`src/rtl/countdown_sequencer.sv`:
```
// countdown_sequencer
//   Round-start controller and final pixel compositor. After start it shows
//   the 3, 2, 1 and FIGHT sprites for a number of frames each, with frames
//   counted from the falling edge of VGA vsync. It then raises fight_enable
//   until round_over. Each cycle the active sprite pixel is keyed over the
//   scene pixel, and the result is registered onto the VGA colour pins.
//   Optional feature macro: COUNTDOWN_SKIP_EN adds a skip input that jumps
//   straight to DONE from any countdown stage.
module countdown_sequencer #(
  parameter int          FRAMES_PER_STEP = 60,
  parameter int          FIGHT_FRAMES    = 45,
  parameter int          CNT_W           = 8,
  parameter logic [11:0] KEY_RGB         = 12'h000
) (
  input  logic        vga_clk,
  input  logic        reset_n,
  input  logic        vs,
  input  logic        blank,
  input  logic        start,
  input  logic        round_over,
`ifdef COUNTDOWN_SKIP_EN
  input  logic        skip,
`endif
  input  logic [11:0] cd3_rgb,
  input  logic [11:0] cd2_rgb,
  input  logic [11:0] cd1_rgb,
  input  logic [11:0] fight_rgb,
  input  logic [11:0] game_rgb,
  output logic [3:0]  red,
  output logic [3:0]  green,
  output logic [3:0]  blue,
  output logic [2:0]  stage,
  output logic        fight_enable,
  output logic        busy
);

  typedef enum logic [2:0] {
    ST_IDLE  = 3'd0,
    ST_CD3   = 3'd1,
    ST_CD2   = 3'd2,
    ST_CD1   = 3'd3,
    ST_FIGHT = 3'd4,
    ST_DONE  = 3'd5
  } state_t;

  localparam logic [CNT_W-1:0] STEP_LAST  = CNT_W'(FRAMES_PER_STEP - 1);
  localparam logic [CNT_W-1:0] FIGHT_LAST = CNT_W'(FIGHT_FRAMES - 1);

  state_t           state_reg, state_next;
  logic [CNT_W-1:0] cnt_reg, cnt_next;
  logic             vs_q_reg;
  logic             tick;
  logic             skip_req;
  logic             counting;
  logic [11:0]      sel_rgb;
  logic [11:0]      pix_next;
  logic [11:0]      rgb_reg;
  logic [2:0]       stage_reg;
  logic             fight_enable_reg;
  logic             busy_reg;

`ifdef COUNTDOWN_SKIP_EN
  assign skip_req = skip;
`else
  assign skip_req = 1'b0;
`endif

  // One pulse per frame on the vsync falling edge
  assign tick = vs_q_reg & ~vs;

  // Delay vsync by one cycle for edge detection
  always_ff @(posedge vga_clk or negedge reset_n) begin
    if (!reset_n) vs_q_reg <= 1'b1;
    else          vs_q_reg <= vs;
  end

  // Next-state and frame-counter logic; round_over beats skip, skip beats start/ticks
  always_comb begin
    state_next = state_reg;
    cnt_next   = cnt_reg;
    counting   = (state_reg == ST_CD3) || (state_reg == ST_CD2) ||
                 (state_reg == ST_CD1) || (state_reg == ST_FIGHT);
    if (state_reg != ST_IDLE && round_over) begin
      state_next = ST_IDLE;
      cnt_next   = '0;
    end else if (counting && skip_req) begin
      state_next = ST_DONE;
      cnt_next   = '0;
    end else begin
      unique case (state_reg)
        ST_IDLE: begin
          if (start && !round_over) begin
            state_next = ST_CD3;
            cnt_next   = '0;
          end
        end
        ST_CD3, ST_CD2, ST_CD1: begin
          if (tick) begin
            if (cnt_reg == STEP_LAST) begin
              state_next = state_t'(state_reg + 3'd1);
              cnt_next   = '0;
            end else begin
              cnt_next = cnt_reg + CNT_W'(1);
            end
          end
        end
        ST_FIGHT: begin
          if (tick) begin
            if (cnt_reg == FIGHT_LAST) begin
              state_next = ST_DONE;
              cnt_next   = '0;
            end else begin
              cnt_next = cnt_reg + CNT_W'(1);
            end
          end
        end
        default: ;
      endcase
    end
  end

  // State, counter and status registers
  always_ff @(posedge vga_clk or negedge reset_n) begin
    if (!reset_n) begin
      state_reg        <= ST_IDLE;
      cnt_reg          <= '0;
      stage_reg        <= 3'd0;
      fight_enable_reg <= 1'b0;
      busy_reg         <= 1'b0;
    end else begin
      state_reg        <= state_next;
      cnt_reg          <= cnt_next;
      stage_reg        <= state_next;
      fight_enable_reg <= (state_next == ST_DONE);
      busy_reg         <= (state_next == ST_CD3) || (state_next == ST_CD2) ||
                          (state_next == ST_CD1) || (state_next == ST_FIGHT);
    end
  end

  // Sprite overlay driven by the current (pre-transition) state
  always_comb begin
    sel_rgb = KEY_RGB;
    unique case (state_reg)
      ST_CD3:   sel_rgb = cd3_rgb;
      ST_CD2:   sel_rgb = cd2_rgb;
      ST_CD1:   sel_rgb = cd1_rgb;
      ST_FIGHT: sel_rgb = fight_rgb;
      default:  sel_rgb = KEY_RGB;
    endcase
    if (!blank)                   pix_next = 12'h000;
    else if (sel_rgb != KEY_RGB)  pix_next = sel_rgb;
    else                          pix_next = game_rgb;
  end

  // Registered colour output
  always_ff @(posedge vga_clk or negedge reset_n) begin
    if (!reset_n) rgb_reg <= 12'h000;
    else          rgb_reg <= pix_next;
  end

  assign red          = rgb_reg[11:8];
  assign green        = rgb_reg[7:4];
  assign blue         = rgb_reg[3:0];
  assign stage        = stage_reg;
  assign fight_enable = fight_enable_reg;
  assign busy         = busy_reg;

endmodule

```
`config.mk`:
```
export PLATFORM = sky130hd
export DESIGN_NAME = countdown_sequencer
export DESIGN_NICKNAME = d
export VERILOG_FILES = /design/src/rtl/countdown_sequencer.sv
export SDC_FILE = /design/constraint.sdc
export NUM_CORES = 1
export LEC_CHECK = 0
export CORE_MARGIN = 2
export CORE_UTILIZATION = 40
export CTS_BUF_LIST = sky130_fd_sc_hd__clkbuf_4
export CTS_CLUSTER_SIZE = 24
export DETAILED_ROUTE_END_ITERATION = 6
export DONT_BUFFER_PORTS = 1
export GPL_TIMING_DRIVEN = 0
export SETUP_SLACK_MARGIN = 0.1
export SLEW_MARGIN = 20
export SYNTH_ARGS = -nofsm -noshare
export SYNTH_HDL_FRONTEND = slang
export SYNTH_SLANG_ARGS = --single-unit
export TNS_END_PERCENT = 100
```
`constraint.sdc`:
```
create_clock -name vga_clk -period 5.1 [get_ports vga_clk]
set_clock_uncertainty 0.2 [all_clocks]
set_input_delay 1.275 -clock vga_clk [delete_from_list [all_inputs] [get_ports vga_clk]]
set_output_delay 1.275 -clock vga_clk [all_outputs]
set_load 0.01 [all_outputs]
```
==> results of run 1 <==
## metal layers
metal	GRT usage (%)	up-vias	routed length (µm)
met1	24.9	803	2200
li1	-	816	-
met4	3.29	0	21
met2	34.4	66	2520
met3	6.49	2	423
met5	0	-	0
## report_power, final
part / internal, mW / switching, mW
clock: 0.0795 / 0.0651
combinational: 0.123 / 0.174
sequential: 0.247 / 0.0419
total: 0.450 / 0.281
## logic make-up (layout without fill, tap and decap cells)
logic type / after synthesis / in the layout
AOI/OAI and AO/OA: 76 / 76
xor gates and xnor gates: 4 / 4
adders and majority gates: 8 / 8
buffers and inverters: 25 / 29
DFF: 26 / 26
muxes: 1 / 1
and+or+nand+nor: 75 / 75
## synthesized netlist by cell type (all sizes together)
library cell | n | share of area (%)
inv | 11 | 2.2
xnor2 | 4 | 1.9
nor2b | 2 | 0.66
and2 | 2 | 0.73
ha | 8 | 5.3
o21ai | 25 | 6.6
or4 | 2 | 1.0
and4b | 1 | 0.53
a22o | 4 | 1.9
o31ai | 2 | 0.80
o32ai | 2 | 0.93
o32a | 1 | 0.53
nand3 | 5 | 1.3
nand4b | 2 | 0.93
dfstp | 1 | 1.4
buf | 5 | 2.0
or2b | 2 | 0.93
o21bai | 3 | 1.2
nor3b | 1 | 0.40
clkbuf | 9 | 3.5
a31oi | 1 | 0.33
or2 | 1 | 0.33
nand4 | 2 | 0.66
nand2 | 31 | 6.2
nor3 | 8 | 2.7
a31o | 2 | 0.93
dfrtp | 25 | 33
o41ai | 1 | 0.86
or3b | 1 | 0.47
o211ai | 1 | 0.66
nor2 | 8 | 1.6
o22ai | 1 | 0.33
mux2 | 1 | 0.60
o21ba | 1 | 0.53
or3 | 1 | 0.33
a21o | 1 | 0.40
a22oi | 13 | 5.2
a32oi | 10 | 4.7
o31a | 1 | 0.47
o21a | 3 | 1.2
nor4 | 6 | 2.3
a21oi | 4 | 1.3
## how the worst min path moves through the flow
stage | cells after the start | slack [ns] | to | startpoint
after detailed placement | 2 | 0.34 | cnt_reg[7] | cnt_reg[7]
after global placement | 2 | 0.33 | cnt_reg[1] | cnt_reg[1]
final | 2 | 0.35 | cnt_reg[7] | cnt_reg[7]
after global routing | 0 | 0.37 | rgb_reg[8] | reset_n
after floorplan | 2 | 0.30 | cnt_reg[1] | cnt_reg[1]
after CTS | 2 | 0.35 | cnt_reg[7] | cnt_reg[7]
## worst max-delay path, delay by kind of cell, from the launching register on
kind,cells,cell delay (ns)
buffers and inverters,6,1.05
AOI/OAI and AO/OA,3,0.56
DFF,1,0.45
adders and majority gates,1,0.18
and+or+nand+nor,3,0.80
## area by class of cell
type	instances	share of cell area, %
plain buffers	14	5.13
clock buffers	3	1.13
clock inverters	1	1.50
inverters	11	2.06
multi-input cells	164	54.3
flip-flops and latches	26	32.6
well taps	52	3.25
## metrics by stage
| step | area, µm² | hold slack [ns] |
|---|---|---|
| after CTS | 2000 | 0.355 |
| after global routing | 2000 | 0.370 |
| after floorplan | 1880 | 0.296 |
| after global placement | 1950 | 0.328 |
| after detailed placement | 1950 | 0.335 |
| final | 2000 | 0.348 |
==> results_tabular.tex, run 1 <==
\begin{tabular}{lr}
\hline
Metric & Value \\
\hline
\multicolumn{2}{l}{\textbf{Status}} \\
\quad Status & finished clean \\
\multicolumn{2}{l}{\textbf{STA}} \\
\quad Ratio of final minimum period to clock period & 64.8\% \\
\quad Worst setup slack after layout & 1.80 ns \\
\quad \# setup viols final & 0 \\
\quad Number of hold violations in the final report & 0 \\
\quad Sum of negative setup slack & 0 ns \\
\quad Worst slew margin relative to its limit & 70.2\% \\
\quad Measured slew at the worst slew-check pin & 0.442 ns \\
\quad Final period demand of the worst path & 3.30 ns \\
\quad Maximum clock frequency & 303 MHz \\
\quad Setup repair after global routing missed its margin & false \\
\quad Total count of max-transition violations in the final report & 0 \\
\multicolumn{2}{l}{\textbf{Route}} \\
\quad Antenna Violating Nets Remaining & 0 \\
\quad Routed via count divided by cell count & 6.23 \\
\quad 1st-iter DRT viols & 105 \\
\quad First-pass iteration count of the detailed router & 5 \\
\quad Routed WL per cell & 19.1 µm \\
\quad Routed wire length & 5170 µm \\
\quad Residual DRC count & 0 \\
\quad Vias & 1687 \\
\multicolumn{2}{l}{\textbf{Critical path}} \\
\quad Delay contributed by the slowest stage of the critical path & 0.52 ns \\
\quad Reg2Reg Launch Point & stage[2] \\
\quad Element type at the critical path end & flip-flop \\
\quad Startpoint type of the worst setup path & flip-flop \\
\quad Slack of the worst reg-to-reg path & 1.80 ns \\
\quad End point of the critical path & rgb\_reg[5] \\
\quad Slowest cell on crit path & sky130\_fd\_sc\_hd\_\_or4\_1 \\
\quad Arrival time of the worst setup path & 3.37 ns \\
\quad Capture instance of the worst register-to-register path & rgb\_reg[5] \\
\quad Worst-path fanout max & 10 \\
\quad Crit path from & stage[2] \\
\quad Series of cell instances along the critical path & buf\_2 > clkbuf\_8 > inv\_1 > ha\_1 > buf\_2 > clkbuf\_8 > a32oi\_1 > nand4\_1 > nor3\_1 > o21ai\_1 > or4\_1 > clkbuf\_2 > o21ai\_0 \\
\quad Register-to-Register Path Depth & 13 \\
\quad Required @ worst endpoint & 5.16 ns \\
\quad CP Class & flip-flop to flip-flop \\
\multicolumn{2}{l}{\textbf{Synth}} \\
\quad Post-Synthesis Cells & 215 \\
\quad Register area share after synthesis & 34.6\% \\
\quad Largest family of logic cells by synthesized area & compound AO/OA/AOI/OAI gates \\
\quad Simple-gate area share of the yosys netlist & 21.1\% \\
\quad Synth Area in XOR/XNOR & 1.86\% \\
\quad Post-Synthesis Net Count & 289 \\
\quad Portion of netlist area occupied by mux cells & 0.598\% \\
\quad Synth Area in Compound Gates & 28.8\% \\
\quad Yosys synthesis warning count & 0 \\
\quad Synthesized area divided by synthesized cell count & 8.76 µm² \\
\quad Cell area after synthesis & 1880 µm² \\
\quad Number of synthesized register bits & 26 \\
\quad Distinct cell type count of the synthesized netlist & 52 \\
\quad Adder-Cell Fraction of Synth Area & 5.32\% \\
\multicolumn{2}{l}{\textbf{Die}} \\
\quad Number of ports placed on the die boundary & 83 \\
\quad Horiz. Die Dim & 72.6 µm \\
\quad Starting utilization of the core area & 42.4\% \\
\quad Area of the core & 4440 µm² \\
\quad DIE AREA & 5270 µm² \\
\quad Number of placement rows & 24 \\
\quad Die boundary height & 72.6 µm \\
\multicolumn{2}{l}{\textbf{Job}} \\
\quad Number of max-capacitance violations reported & 0 \\
\multicolumn{2}{l}{\textbf{CTS}} \\
\quad Source-to-sink clock delay at the later pin of the worst-skew pair & 0.33 ns \\
\quad Clock-pin slew on the worst setup and hold paths & 0.16 ns \\
\quad Number of buffers on the longest clock path & 2 \\
\quad Buffer cell driving the clock tree root & sky130\_fd\_sc\_hd\_\_clkbuf\_4 \\
\quad Count of clock tree sinks & 26 \\
\quad Clock H-tree levels & 1 \\
\quad Count of hold-fix buffers inserted at cts & 0 \\
\quad Clock tree from TritonCTS & built \\
\quad Buffers inserted during post-CTS setup optimization & 0 \\
\quad Post-CTS Resized & 0 \\
\quad Number of CTS-inserted buffers & 3 \\
\multicolumn{2}{l}{\textbf{Layout}} \\
\quad Highest-count cells in the layout ignoring fill and taps & sky130\_fd\_sc\_hd\_\_nand2\_1, sky130\_fd\_sc\_hd\_\_dfrtp\_1, sky130\_fd\_sc\_hd\_\_o21ai\_0, sky130\_fd\_sc\_hd\_\_a22oi\_1, sky130\_fd\_sc\_hd\_\_inv\_1 \\
\quad Final core area utilization & 45.0\% \\
\quad Most frequent standard cell in the layout excluding fill and tap cells & sky130\_fd\_sc\_hd\_\_nand2\_1 \\
\quad Non-filler cells, final & 271 \\
\quad Flip-flop count of the largest register, all copies and words added & 12 \\
\quad Total Nets Final & 294 \\
\quad Sequential Area & 652 µm² \\
\quad Antenna diode instance count & 0 \\
\quad Layout fillers & 460 \\
\quad Syn-to-layout area delta & 6.25\% \\
\quad Fraction of final layout cells with drive strength greater than 1 & 13.2\% \\
\quad Multi-input gate area & 1090 µm² \\
\multicolumn{2}{l}{\textbf{GRT}} \\
\quad Number of global-route vias before repair & 1653 \\
\quad Global-route wire length before repair & 8180 µm \\
\quad Pin count of the biggest net entering global routing & 27 \\
\quad Global router's overall resource usage & 20.0\% \\
\quad Overflow left after global routing & 0 \\
\quad Number of antenna violations at the first check in global routing & 0 \\
\multicolumn{2}{l}{\textbf{Worst hold path}} \\
\quad Classification of the worst-slack hold path & flip-flop to flip-flop \\
\multicolumn{2}{l}{\textbf{Pwr}} \\
\quad P\_leak & 0.836 nW \\
\quad Worst vdd ir & 185 µV \\
\quad Total Power Consumption & 0.731 mW \\
\quad Areal power density over the cells & 365 nW/µm² \\
\multicolumn{2}{l}{\textbf{Placed design}} \\
\quad Setup Slack @ Placement & 1.78 ns \\
\quad Placed Instances & 267 \\
\quad Placer's final routability congestion estimate & 0.792 \\
\quad DP HPWL & 4100 µm \\
\quad Port Buffers & 0 \\
\hline
\end{tabular}
Note: power is estimated with default switching activity, not from simulation.
==> run 2, diff against run 1 <==
- clock period: 5.1 -> 2.75 ns (I/O delays scaled with it)
==> results_tabular.tex, run 2 (same netlist as run 1, synthesis figures left out) <==
\begin{tabular}{lr}
\hline
Metric & Value \\
\hline
\multicolumn{2}{l}{\textbf{Pwr}} \\
\quad Total Power Consumption & 1.60 mW \\
\quad Switching portion of total power & 38.7\% \\
\quad Areal power density over the cells & 692 nW/µm² \\
\quad Internal power summed over all cells & 0.978 mW \\
\quad Part of the total power dissipated in the clock network & 17.2\% \\
\quad Share of power burned in combinational logic & 49.1\% \\
\quad Switching power total & 0.617 mW \\
\quad Worst vdd ir & 344 µV \\
\quad P\_leak & 0.958 nW \\
\quad Part of the power in registers & 33.8\% \\
\multicolumn{2}{l}{\textbf{STA}} \\
\quad Setup repair after global routing missed its margin & true \\
\quad Number of hold violations in the final report & 0 \\
\quad Final period demand of the worst path & 2.79 ns \\
\quad Worst setup slack after layout & -0.0371 ns \\
\quad Measured slew at the worst slew-check pin & 0.438 ns \\
\quad Final Hold Slack & 0.134 ns \\
\quad Ratio of final minimum period to clock period & 101\% \\
\quad Maximum clock frequency & 359 MHz \\
\quad \# setup viols final & 10 \\
\quad Worst slew margin relative to its limit & 70.8\% \\
\quad Total count of max-transition violations in the final report & 0 \\
\multicolumn{2}{l}{\textbf{Critical path}} \\
\quad Worst-path fanout max & 10 \\
\quad CP Class & flip-flop to flip-flop \\
\quad Slowest cell on crit path & sky130\_fd\_sc\_hd\_\_dfrtp\_2 \\
\quad Startpoint type of the worst setup path & flip-flop \\
\quad Most used cell, CP & sky130\_fd\_sc\_hd\_\_ha\_4 \\
\quad Element type at the critical path end & flip-flop \\
\quad Arrival time of the worst setup path & 2.86 ns \\
\quad Delay contributed by the slowest stage of the critical path & 0.53 ns \\
\quad Required @ worst endpoint & 2.82 ns \\
\quad Slack of the worst reg-to-reg path & -0.04 ns \\
\quad Series of cell instances along the critical path & ha\_4 > ha\_4 > buf\_8 > a32oi\_1 > nand4\_1 > nor3\_1 > o21ai\_1 > or4\_4 > clkbuf\_8 > o21ai\_2 \\
\multicolumn{2}{l}{\textbf{CTS}} \\
\quad Count of clock tree sinks & 26 \\
\quad Source-to-sink clock delay at the later pin of the worst-skew pair & 0.33 ns \\
\quad Number of CTS-inserted buffers & 3 \\
\quad Clock tree from TritonCTS & built \\
\quad Buffer cell driving the clock tree root & sky130\_fd\_sc\_hd\_\_clkbuf\_4 \\
\quad Number of buffers on the longest clock path & 2 \\
\quad Clock-pin slew on the worst setup and hold paths & 0.16 ns \\
\quad Clock H-tree levels & 1 \\
\multicolumn{2}{l}{\textbf{GRT}} \\
\quad Number of antenna violations at the first check in global routing & 0 \\
\quad Number of global-route vias before repair & 1740 \\
\quad Global router's overall resource usage & 20.4\% \\
\quad Pin count of the biggest net entering global routing & 27 \\
\quad Global-route wire length before repair & 8410 µm \\
\quad Overflow left after global routing & 0 \\
\multicolumn{2}{l}{\textbf{Die}} \\
\quad Horiz. Die Dim & 72.6 µm \\
\quad Starting utilization of the core area & 42.4\% \\
\quad Number of placement rows & 24 \\
\quad Die boundary height & 72.6 µm \\
\quad Number of ports placed on the die boundary & 83 \\
\quad DIE AREA & 5270 µm² \\
\quad Area of the core & 4440 µm² \\
\multicolumn{2}{l}{\textbf{Route}} \\
\quad Routed via count divided by cell count & 6.16 \\
\quad Routed WL per cell & 18.8 µm \\
\quad First-pass iteration count of the detailed router & 4 \\
\quad Residual DRC count & 0 \\
\quad Vias & 1749 \\
\quad Antenna Violating Nets Remaining & 0 \\
\quad 1st-iter DRT viols & 84 \\
\quad Routed wire length & 5340 µm \\
\multicolumn{2}{l}{\textbf{Layout}} \\
\quad Final core area utilization & 51.9\% \\
\quad Total Nets Final & 307 \\
\quad Syn-to-layout area delta & 22.5\% \\
\quad Most frequent standard cell in the layout excluding fill and tap cells & sky130\_fd\_sc\_hd\_\_nand2\_1 \\
\quad Flip-flop count of the largest register, all copies and words added & 12 \\
\quad Post-layout instance area & 2310 µm² \\
\quad Non-filler cells, final & 284 \\
\quad Fraction of final layout cells with drive strength greater than 1 & 27.6\% \\
\quad Highest-count cells in the layout ignoring fill and taps & sky130\_fd\_sc\_hd\_\_nand2\_1, sky130\_fd\_sc\_hd\_\_dfrtp\_1, sky130\_fd\_sc\_hd\_\_o21ai\_0, sky130\_fd\_sc\_hd\_\_a22oi\_1, sky130\_fd\_sc\_hd\_\_buf\_4 \\
\quad Antenna diode instance count & 0 \\
\multicolumn{2}{l}{\textbf{Status}} \\
\quad Failing checks & negative setup slack \\
\quad Status & complete, but fails checks \\
\multicolumn{2}{l}{\textbf{Placed design}} \\
\quad Port Buffers & 0 \\
\quad Placer's final routability congestion estimate & 0.806 \\
\quad DP HPWL & 3900 µm \\
\quad Placed Instances & 267 \\
\quad Standard cell area after detailed placement & 1980 µm² \\
\multicolumn{2}{l}{\textbf{Job}} \\
\quad Number of max-capacitance violations reported & 0 \\
\multicolumn{2}{l}{\textbf{Worst hold path}} \\
\quad Classification of the worst-slack hold path & input port to flip-flop \\
\hline
\end{tabular}
-- run 2: cell count changes in the layout (fill, tap and decap cells not counted), sizes merged --
cell	change
clkbuf	+1
buf	+11
dlygate4sd3	+1
-- run 2: path summary, 6_finish.rpt --
path                                    to        from  depth (start not counted)
worst max register to register  rgb_reg[7]    stage[0]                         10
max in group asynchronous         vs_q_reg     reset_n                          2
worst min register to register  cnt_reg[7]  cnt_reg[7]                          2
worst min-delay path              vs_q_reg          vs                          0
worst max-delay path            rgb_reg[7]    stage[0]                         10
min in group asynchronous       rgb_reg[1]     reset_n                          2
-- run 2: per-layer routing --
layer	vias up	GRT usage, %	share of wire [%]
li1	833	-	-
met1	826	25.9	40
met2	81	34.5	51
met3	9	4.28	7.6
met4	0	6.58	1.6
met5	-	0	0
-- run 2: timing repair --
item / in CTS / in global routing
endpoints found under the hold margin: 26 / 0
resized for setup: 24 / 11
buffers inserted: 8 / 2
hold buffers: 2 / 0
setup endpoints to repair: 19 / 21
cloned: 1 / 0
pin swaps: 6 / 11
-- run 2: stage by stage --
| step | setup slack [ns] | TNS (ns) |
|---|---|---|
| final | -0.0371 | -0.301 |
| after global routing | -0.151 | -1.26 |
| after CTS | -0.100 | -0.904 |
| after detailed placement | -0.328 | -3.24 |
| after global placement | -0.269 | -2.70 |
| after floorplan | 0.0527 | 0 |
-- run 2: power groups by stage --
stage / Sequential [mW] / Combinational, mW / Clock, mW
floorplan: 0.532 / 0.462 / 0
global placement: 0.544 / 0.556 / 0
detailed placement: 0.543 / 0.562 / 0
CTS: 0.540 / 0.708 / 0.282
global route: 0.551 / 0.867 / 0.299
finish: 0.539 / 0.783 / 0.274
-- run 2: cell type report --
cell class	instances	area [µm²]
well taps	52	65.1
clock buffers	3	22.5
flip-flops and latches	26	656
plain buffers	14	156
fillers	415	2140
repair buffers	13	119
clock inverters	1	30.0
inverters	11	46.3
multi-input cells	164	1210
-- run 2: worst max-delay path, delay by kind of cell, from the launching register on --
kind,cells,cell delay (ns)
AOI/OAI and AO/OA,3,0.51
adders and majority gates,2,0.35
buffers and inverters,2,0.31
DFF,1,0.53
and+or+nand+nor,3,0.82
==> run 3, diff against run 2 <==
- REMOVE_ABC_BUFFERS: not set -> 1
- SETUP_SLACK_MARGIN: 0.1 -> 0.2
==> results_tabular.tex, run 3 (same netlist as run 1, synthesis figures left out) <==
\begin{tabular}{lr}
\hline
Metric & Value \\
\hline
\multicolumn{2}{l}{\textbf{Critical path}} \\
\quad Most used cell, CP & sky130\_fd\_sc\_hd\_\_ha\_4 \\
\quad Slowest cell on crit path & sky130\_fd\_sc\_hd\_\_or4\_4 \\
\quad CP Class & flip-flop to flip-flop \\
\quad Slack of the worst reg-to-reg path & 0.09 ns \\
\quad Required @ worst endpoint & 2.82 ns \\
\quad Delay contributed by the slowest stage of the critical path & 0.57 ns \\
\quad Worst-path fanout max & 11 \\
\quad Buf+Inv Stages, Crit Path & 0 \\
\quad Crit path max-delay family & simple AND/OR/NAND/NOR gates \\
\quad Element type at the critical path end & flip-flop \\
\quad Series of cell instances along the critical path & ha\_4 > ha\_4 > a32oi\_2 > nand4\_1 > nor3\_2 > o21ai\_2 > or4\_4 > o21ai\_1 \\
\quad Startpoint type of the worst setup path & flip-flop \\
\quad Arrival time of the worst setup path & 2.73 ns \\
\multicolumn{2}{l}{\textbf{Layout}} \\
\quad Flip-flop count of the largest register, all copies and words added & 12 \\
\quad Post-layout instance area & 2210 µm² \\
\quad Final core area utilization & 49.8\% \\
\quad Total Nets Final & 293 \\
\quad Most frequent standard cell in the layout excluding fill and tap cells & sky130\_fd\_sc\_hd\_\_nand2\_1 \\
\quad Highest-count cells in the layout ignoring fill and taps & sky130\_fd\_sc\_hd\_\_nand2\_1, sky130\_fd\_sc\_hd\_\_dfrtp\_1, sky130\_fd\_sc\_hd\_\_o21ai\_0, sky130\_fd\_sc\_hd\_\_a22oi\_1 \\
\quad Antenna diode instance count & 0 \\
\quad Non-filler cells, final & 270 \\
\quad Syn-to-layout area delta & 17.5\% \\
\quad Fraction of final layout cells with drive strength greater than 1 & 29.8\% \\
\multicolumn{2}{l}{\textbf{GRT}} \\
\quad Global router's overall resource usage & 20.6\% \\
\quad Overflow left after global routing & 0 \\
\quad Pin count of the biggest net entering global routing & 27 \\
\quad Global-route wire length before repair & 8450 µm \\
\quad Number of global-route vias before repair & 1764 \\
\quad Number of antenna violations at the first check in global routing & 0 \\
\multicolumn{2}{l}{\textbf{Placed design}} \\
\quad Setup Slack @ Placement & -0.941 ns \\
\quad Standard cell area after detailed placement & 1850 µm² \\
\quad Port Buffers & 0 \\
\quad DP HPWL & 3510 µm \\
\quad Placed Instances & 253 \\
\quad Placer's final routability congestion estimate & 0.823 \\
\multicolumn{2}{l}{\textbf{CTS}} \\
\quad Clock tree from TritonCTS & built \\
\quad Clock-pin slew on the worst setup and hold paths & 0.15 ns \\
\quad Clock H-tree levels & 1 \\
\quad Number of buffers on the longest clock path & 2 \\
\quad Source-to-sink clock delay at the later pin of the worst-skew pair & 0.34 ns \\
\quad Buffer cell driving the clock tree root & sky130\_fd\_sc\_hd\_\_clkbuf\_4 \\
\quad Number of CTS-inserted buffers & 3 \\
\quad Count of clock tree sinks & 26 \\
\multicolumn{2}{l}{\textbf{STA}} \\
\quad Sum of negative setup slack & 0 ns \\
\quad Ratio of final minimum period to clock period & 96.8\% \\
\quad Setup repair after global routing missed its margin & true \\
\quad Measured slew at the worst slew-check pin & 0.407 ns \\
\quad Total count of max-transition violations in the final report & 0 \\
\quad Maximum clock frequency & 376 MHz \\
\quad Worst setup slack after layout & 0.0872 ns \\
\quad \# setup viols final & 0 \\
\quad Worst slew margin relative to its limit & 72.6\% \\
\quad Number of hold violations in the final report & 0 \\
\quad Final period demand of the worst path & 2.66 ns \\
\multicolumn{2}{l}{\textbf{Die}} \\
\quad Die boundary height & 72.6 µm \\
\quad Number of placement rows & 24 \\
\quad Area of the core & 4440 µm² \\
\quad Horiz. Die Dim & 72.6 µm \\
\quad Number of ports placed on the die boundary & 83 \\
\quad Starting utilization of the core area & 42.4\% \\
\quad DIE AREA & 5270 µm² \\
\multicolumn{2}{l}{\textbf{Pwr}} \\
\quad Areal power density over the cells & 686 nW/µm² \\
\quad P\_leak & 0.881 nW \\
\quad Worst vdd ir & 263 µV \\
\multicolumn{2}{l}{\textbf{Route}} \\
\quad Residual DRC count & 0 \\
\quad 1st-iter DRT viols & 113 \\
\quad Routed WL per cell & 20.2 µm \\
\quad Routed via count divided by cell count & 6.64 \\
\quad Vias & 1793 \\
\quad Routed wire length & 5460 µm \\
\quad Antenna Violating Nets Remaining & 0 \\
\quad First-pass iteration count of the detailed router & 7 \\
\multicolumn{2}{l}{\textbf{Job}} \\
\quad Number of max-capacitance violations reported & 0 \\
\multicolumn{2}{l}{\textbf{Worst hold path}} \\
\quad Classification of the worst-slack hold path & input port to flip-flop \\
\multicolumn{2}{l}{\textbf{Status}} \\
\quad Status & finished clean \\
\hline
\end{tabular}
## run 3: cell count changes in the layout (fill, tap and decap cells not counted), sizes merged
cell	delta
clkbuf	-10
buf	-5
or4	+1
## run 3: per-layer routing
layer | up-vias | track usage [%] | wire (µm)
met1 | 860 | 24.8 | 2210
met5 | - | 0 | 0
met3 | 20 | 2.90 | 441
met2 | 105 | 37.6 | 2660
met4 | 0 | 6.79 | 147
li1 | 808 | - | -
## run 3: path summary, 6_finish.rpt
kind	startpoint	to	depth (start not counted)
worst max-delay path	stage[0]	rgb_reg[11]	8
worst min-delay path	vs	vs_q_reg	0
worst max register to register	stage[0]	rgb_reg[11]	8
worst min register to register	cnt_reg[1]	cnt_reg[1]	2
max in group asynchronous	reset_n	vs_q_reg	2
min in group asynchronous	reset_n	rgb_reg[3]	2
## run 3: what timing repair did
item / 4_1_cts / 5_1_grt
pin swaps: 12 / 15
hold buffers: 2 / 0
buffers inserted: 8 / 2
endpoints found under the hold margin: 26 / 0
setup endpoints to repair: 25 / 19
gates cloned: 1 / 0
resized for setup: 30 / 15
## run 3: report_power, final
group / switching, mW / internal [mW]
Clock: 0.132 / 0.147
Combinational: 0.391 / 0.307
Sequential: 0.0823 / 0.459
## run 3: final cells by class
| type | count | area, µm² |
|---|---|---|
| fill | 413 | 2230 |
| clock buffer | 3 | 22.5 |
| sequential | 26 | 658 |
| tap | 52 | 65.1 |
| inverter | 11 | 43.8 |
| clock inverter | 1 | 30.0 |
| multi-input combinational | 165 | 1270 |
| timing repair buffer | 12 | 123 |
## run 3: per-stage QoR
step / hold WS, ns / total power [mW]
CTS: 0.117 / 1.46
global route: 0.110 / 1.61
finish: 0.133 / 1.52
detailed placement: 0.192 / 1.04
global placement: 0.192 / 1.03
floorplan: 0.192 / 0.932
